$ cat src/rtl/pc_fetch_sequencer.sv
// pc_fetch_sequencer: owns the PC and runs a handshaked FETCH/EXEC/UPDATE loop.
// Optional stall-cycle counter is built when STALL_CNT_EN is defined.
module pc_fetch_sequencer #(
    parameter int PC_W    = 6,
    parameter int PC_LAST = 41,
    parameter int INSTR_W = 16
) (
    input  logic               clk,
    input  logic               rst_n,
    input  logic               start,
    input  logic               halt_req,
    output logic               imem_req,
    output logic [PC_W-1:0]    imem_addr,
    input  logic               imem_ack,
    input  logic [INSTR_W-1:0] imem_data,
    output logic [INSTR_W-1:0] instr_out,
    output logic               instr_valid,
    output logic               exec_start,
    input  logic               exec_done,
    input  logic               branch_taken,
    input  logic [PC_W-1:0]    branch_target,
    output logic [PC_W-1:0]    pc_out,
    output logic               busy,
    output logic               fault
`ifdef STALL_CNT_EN
    ,
    output logic [15:0]        stall_cycles
`endif
);

    localparam logic [PC_W-1:0] LAST = PC_W'(PC_LAST);

    typedef enum logic [2:0] {
        S_IDLE,
        S_FETCH,
        S_EXEC,
        S_UPDATE,
        S_FAULT
    } state_t;

    state_t               r_state;
    logic [PC_W-1:0]      r_pc;
    logic [INSTR_W-1:0]   r_instr;
    logic                 r_imem_req;
    logic                 r_instr_valid;
    logic                 r_exec_start;
    logic                 r_busy;
    logic                 r_fault;
    logic                 r_halt;
    logic                 r_br_taken;
    logic [PC_W-1:0]      r_br_target;

    logic                 w_halt;
    logic                 w_bad_target;
    logic [PC_W-1:0]      w_pc_seq;

    // A halt raised in the UPDATE cycle itself is honoured right away.
    assign w_halt       = r_halt | halt_req;
    assign w_bad_target = r_br_target > LAST;
    assign w_pc_seq     = (r_pc == LAST) ? '0 : r_pc + 1'b1;

    assign imem_req    = r_imem_req;
    assign imem_addr   = r_pc;
    assign instr_out   = r_instr;
    assign instr_valid = r_instr_valid;
    assign exec_start  = r_exec_start;
    assign pc_out      = r_pc;
    assign busy        = r_busy;
    assign fault       = r_fault;

    // Sequencer FSM; every output is a register updated with the state.
    always_ff @(posedge clk or negedge rst_n) begin
        if (!rst_n) begin
            r_state       <= S_IDLE;
            r_pc          <= '0;
            r_instr       <= '0;
            r_imem_req    <= 1'b0;
            r_instr_valid <= 1'b0;
            r_exec_start  <= 1'b0;
            r_busy        <= 1'b0;
            r_fault       <= 1'b0;
            r_halt        <= 1'b0;
            r_br_taken    <= 1'b0;
            r_br_target   <= '0;
        end else begin
            if (r_busy && halt_req)
                r_halt <= 1'b1;
            unique case (r_state)
                S_IDLE: begin
                    if (start) begin
                        r_imem_req <= 1'b1;
                        r_busy     <= 1'b1;
                        r_state    <= S_FETCH;
                    end
                end
                S_FETCH: begin
                    if (imem_ack) begin
                        r_instr       <= imem_data;
                        r_imem_req    <= 1'b0;
                        r_instr_valid <= 1'b1;
                        r_exec_start  <= 1'b1;
                        r_state       <= S_EXEC;
                    end
                end
                S_EXEC: begin
                    r_exec_start <= 1'b0;
                    if (!r_exec_start && exec_done) begin
                        r_br_taken    <= branch_taken;
                        r_br_target   <= branch_target;
                        r_instr_valid <= 1'b0;
                        r_state       <= S_UPDATE;
                    end
                end
                S_UPDATE: begin
                    if (r_br_taken && w_bad_target) begin
                        r_fault <= 1'b1;
                        r_busy  <= 1'b0;
                        r_halt  <= 1'b0;
                        r_state <= S_FAULT;
                    end else begin
                        r_pc <= r_br_taken ? r_br_target : w_pc_seq;
                        if (w_halt) begin
                            r_halt  <= 1'b0;
                            r_busy  <= 1'b0;
                            r_state <= S_IDLE;
                        end else begin
                            r_imem_req <= 1'b1;
                            r_state    <= S_FETCH;
                        end
                    end
                end
                S_FAULT: begin
                    r_state <= S_FAULT;
                end
                default: begin
                    r_state <= S_IDLE;
                end
            endcase
        end
    end

`ifdef STALL_CNT_EN
    logic [15:0] r_stall;
    logic        w_stall_inc;

    assign w_stall_inc =
        ((r_state == S_FETCH) && !imem_ack) ||
        ((r_state == S_EXEC) && !r_exec_start && !exec_done);
    assign stall_cycles = r_stall;

    // Saturating stall counter, restarted whenever a run begins from IDLE.
    always_ff @(posedge clk or negedge rst_n) begin
        if (!rst_n)
            r_stall <= '0;
        else if (r_state == S_IDLE && start)
            r_stall <= '0;
        else if (w_stall_inc && r_stall != 16'hFFFF)
            r_stall <= r_stall + 16'd1;
    end
`endif

endmodule

$ cat config.mk
export PLATFORM = sky130hd
export DESIGN_NAME = pc_fetch_sequencer
export DESIGN_NICKNAME = d
export VERILOG_FILES = /design/src/rtl/pc_fetch_sequencer.sv
export SDC_FILE = /design/constraint.sdc
export NUM_CORES = 1
export LEC_CHECK = 0
export CAP_MARGIN = 25
export CORE_ASPECT_RATIO = 0.8
export CORE_UTILIZATION = 40
export CTS_CLUSTER_DIAMETER = 100
export DETAILED_ROUTE_END_ITERATION = 10
export GPL_ROUTABILITY_DRIVEN = 1
export PLACE_DENSITY = 0.74
export SLEW_MARGIN = 25
export SYNTH_ARGS = -nofsm -noshare
export SYNTH_HDL_FRONTEND = slang
export SYNTH_SLANG_ARGS = --single-unit
$ cat constraint.sdc
create_clock -name clk -period 2 [get_ports clk]
set_input_delay 0.4 -clock clk [delete_from_list [all_inputs] [get_ports clk]]
set_output_delay 0.4 -clock clk [all_outputs]
set_load 0.02 [all_outputs]
==> Word-level counts from Yosys, hierarchy flattened <==
Index checks and enable logic that the tools add are counted.
{ "word_totals": {"register_bits": 38, "inputBits": 29} }
{ "classes": {"n_eq_ne": 11, "n_reduce_logical": 17, "n_lt_le_gt_ge": 1, "n_mux": 24, "addsub": 1, "n_bitwise": 2} }
{ "ops": {"columns": ["cell", "count"], "rows": [
  ["$pmux W3 S5", 1],
  ["$mux W1", 13],
  ["$mux W3", 4],
  ["$mux W6", 2],
  ["$ne A2 B2 Y1 const B", 5],
  ["$reduce_and A2 Y1", 5],
  ["$reduce_and A3 Y1", 3],
  ["$add A6 B1 Y6 const B", 1],
  ["$eq A3 B2 Y1 const B", 2],
  ["$eq A6 B6 Y1 const B", 1],
  ["$gt A6 B6 Y1 const B", 1],
  ["$pmux W1 S2", 3],
  ["$reduce_and A5 Y1", 1],
  ["$reduce_bool A2 Y1", 2],
  ["$eq A3 B1 Y1 const B", 1],
  ["$eq A3 B3 Y1 const B", 1],
  ["$logic_and A1 B1 Y1", 3],
  ["$logic_not A3 Y1", 1],
  ["$ne A3 B3 Y1 const B", 1],
  ["$pmux W1 S3", 1],
  ["$reduce_bool A3 Y1", 1],
  ["$logic_not A1 Y1", 1],
  ["$not A1 Y1", 1],
  ["$or A1 B1 Y1", 1]
]} }

==> Longest topological paths before layout <==
{ "logic_depth": {"depth_word": 5, "mapped_depth": 6, "depth_no_buf": 5} }

==> Worst setup path before layout <==
Ideal clock, no wire load.
{ "synth_timing": {"path_kind": "reg-to-reg", "start": "reg r_pc[1] (netlist: imem_addr[1])", "end": "reg r_pc[5] (netlist: imem_addr[5])", "stages_incl_launch_ff": 6, "required_time_ns": 1.901, "synth_period_minus_slack_ns": 1.502, "setup_slack_ns": 0.498, "setup_time_ns": 0.099, "t_arrival_ns": 1.403, "cell_sequence": "dfrtp_1 -> inv_1 -> ha_1 -> a41o_1 -> a41o_1 -> a311oi_1"} }
{ "synth_between": {"elab_chain_cells": 3} }
{ "synth_rtl": {"columns": ["element", "line", "rtl"], "rows": [
  ["start, declared", "42", "logic [PC_W-1:0] r_pc;"],
  ["start signal, assigned", "121", "r_pc <= r_br_taken ? r_br_target : w_pc_seq;"],
  ["$add A6 B1 Y6 or $eq A6 B6 Y1 (tied branches)", "60", "assign w_pc_seq = (r_pc == LAST) ? '0 : r_pc + 1'b1;"],
  ["$mux W6 *", "60", null],
  ["$mux W6 *", "121", null]
]} }
Mark *: on every way between the ends. The rest lies on a longest branch, timed or not.
A chain may end at the register's enable or synchronous reset.

==> Final worst setup path <==
{ "layout_timing": {"start": "reg r_pc[4] (netlist: imem_addr[4])", "end": "out imem_addr[4]"} }
{ "layout_lines": {"columns": ["element", "line", "rtl"], "rows": [
  ["end, declared", "13", "output logic [PC_W-1:0] imem_addr,"]
]} }
No word-level cell between the ends.

==> results.ini <==
[pwr]
power.share.switching = 0.373
combPwrFrac = 0.486
peakVddDrop_v = 0.000971
p_seq_frac = 0.356
switching_power_w = 0.00156
clkPwrFrac = 0.158
internal-power_w = 0.00262
power_density_nw_per_um2 = 1650
p_leak_nw = 1.07

[die]
row_count = 21
core-area_sq_um = 4230
pin_count = 62
die_w_microns = 76.7
dieArea_sq_um = 4740
start_util = 0.422
die_y_microns = 61.8

[grt]
grt_pass1_wl_mm = 6.49
grt_max_degree = 39
grt_pass1_vias = 1368
grt_overflow = 0
antenna_found_initial = 0
grt_util_all_layers = 0.188

[sta]
fin_crit_sh = 0.930
clock_skew_ns = 0.00523
relSlewSlack = 0.688
tightest_slew_ns = 0.469
fin_worst_hold_slack_ns = 0.137
rsz0062_at_grt = no
fin_crit_ns = 1.86
fin_tns_setup_ns = 0
max_freq_ghz = 0.537
slew_viol_final = 0
hold_viol = 0
setup-violations-final = 0

[clocking]
cts_setup_buffers = 0
cts_resized = 0
path_clk_slew_ns = 0.07
cts_buffers = 5
cts_hold_buf = 0
cts_buffer_depth = 2
root_buffer = clkbuf_8
cts_sinks = 38
clock_latency_ns = 0.30
cts_tree = yes
htreeDepth = 2

[flow_run]
max-cap-violations = 0

[route]
detail_route.drc_violations = 0
first_pass_iters = 4
via_per_inst = 5.12
routed_wl_mm = 3.85
vias = 1346
ant_nets = 0
drt_iter0_drc = 43
wire_per_inst_microns = 14.6

[worst_setup_path]
slowest_delay_ns = 0.66
critPathTopFamily = buffers and inverters
cp_max_fo = 8
crit_chain = clkdlybuf4s50_1
arrival_ns = 1.46
critical_path_class = flop to output port
worstPathRequired_ns = 1.60
crit_buf_inv = 1
slowest_stage = clkdlybuf4s50_1
crit_path_end_kind = output port
critPathLaunchType = flop

[synthesis]
ys_seq_elements = 38
synth_nets = 176
syn_avg_cell_area_sq_um = 12.3
synth_top_cell_by_area = dfrtp_1
ys.flop_type = dfrtp_1
yosys_warnings = 0
syn_area_sq_um = 1790
async_flop_share = 1.00
synthTopCellsByArea = dfrtp_1 (53%), mux2_2 (15%), buf_4 (3.4%), o21ai_0 (2.5%), nand2_1 (2.5%)
post-synth-top-area-fraction = 0.533
synthDistinctLibCells = 39
synthCells = 145
seq_area_frac_synth = 0.533
synth_edf_count = 0

[run_status]
outcome = finished, final reports clean

[placement]
port_buffers = 61
place_inst = 256
place_congestion = 0.872
post-dp-hpwl_mm = 2.80

[layout]
area_growth_syn_to_layout_pct = 41.6
fin_util = 0.597
instances_no_fill = 263
antenna_cells = 0
nets = 237
layout-drive-gt1-share = 0.204

[min_path]
hp-class = input pin to async pin

## layer usage
layer | track usage | up-vias | share of wire
li1 | - | 628 | -
met4 | 0.115 | 0 | 0.025
met3 | 0.0599 | 10 | 0.077
met5 | 0 | - | 0
met1 | 0.225 | 645 | 0.44
met2 | 0.306 | 63 | 0.46
## placed cells by master, fill, tap and decap left out, types with 2 or more instances in the layout
cell type,netlist,routed
inv_1,5,5
a41o_1,2,2
buf_4,8,4
o21ai_0,9,9
nor2_1,6,6
a2bb2oi_1,2,2
dfrtp_1,38,38
nand2_1,12,12
a21oi_1,3,3
nor3_1,2,2
mux2_2,23,23
clkdlybuf4s50_1,0,60
ha_1,2,2
a31oi_1,2,2
o2bb2ai_1,2,2
nand2b_1,3,3
clkbuf_8,0,6
## per-stage QoR
| stage | power [W] | setup slack (ns) | area (sq um) |
|---|---|---|---|
| final | 0.00418 | 0.139 | 2530 |
| after global routing | 0.00446 | 0.0939 | 2530 |
| after CTS | 0.00422 | 0.125 | 2530 |
| after detailed placement | 0.00353 | 0.194 | 2410 |
| after global placement | 0.00344 | 0.247 | 2410 |
| after floorplan | 0.00270 | 0.498 | 1790 |
## worst paths after layout
path | cells past startpoint | from | slack [ns] | endpoint
max | 1 | imem_addr[4] | 0.14 | imem_addr[4]
min | 2 | rst_n | 0.14 | r_br_target[5]
max reg2reg | 4 | r_state[2] | 0.36 | r_br_taken
min reg2reg | 1 | fault | 0.48 | fault
max in group asynchronous | 2 | rst_n | 1.53 | r_br_taken
min in group clk | 1 | fault | 0.48 | fault
## cell type report
class                      count  area (sq um)
multi-input combinational     90           718
clock inverter                 1          30.0
timing repair buffer          66           656
tap                           57          71.3
inverter                       5          18.8
clock buffer                   6          82.6
sequential                    38           951
fill                         336          1700
## synthesized netlist by cell type (all sizes together), types with 3 or more instances
library cell,n
buf,11
nand2b,4
dfrtp,38
inv,5
nor2,7
o21ai,9
mux2,23
a21oi,3
nand2,12
## power groups by stage
stage / clock [W] / combinational [W] / sequential [W]
floorplan: 0 / 0.00101 / 0.00170
global placement: 0 / 0.00198 / 0.00146
detailed placement: 0 / 0.00204 / 0.00149
CTS: 0.000673 / 0.00205 / 0.00149
global route: 0.000702 / 0.00221 / 0.00155
finish: 0.000659 / 0.00203 / 0.00149
## state kept, by name, indices dropped and copies added, names as in the netlist
register and cells:
instr_valid 1, imem_req 1, busy 1, instr_out 16, r_halt 1, r_br_target 6, r_state 3, imem_addr 6
r_br_taken 1, fault 1, exec_start 1
## cells by family (layout without fill, tap and decap cells)
group | Yosys count | in the layout | share of synthesized area
AOI/OAI and AO/OA | 30 | 30 | 0.120
buffers and inverters | 17 | 78 | 0.0652
muxes | 23 | 23 | 0.145
adders and majority gates | 2 | 2 | 0.0140
DFF | 38 | 38 | 0.533
and+or+nand+nor | 35 | 35 | 0.123
Power figures use the tool's default switching activity.
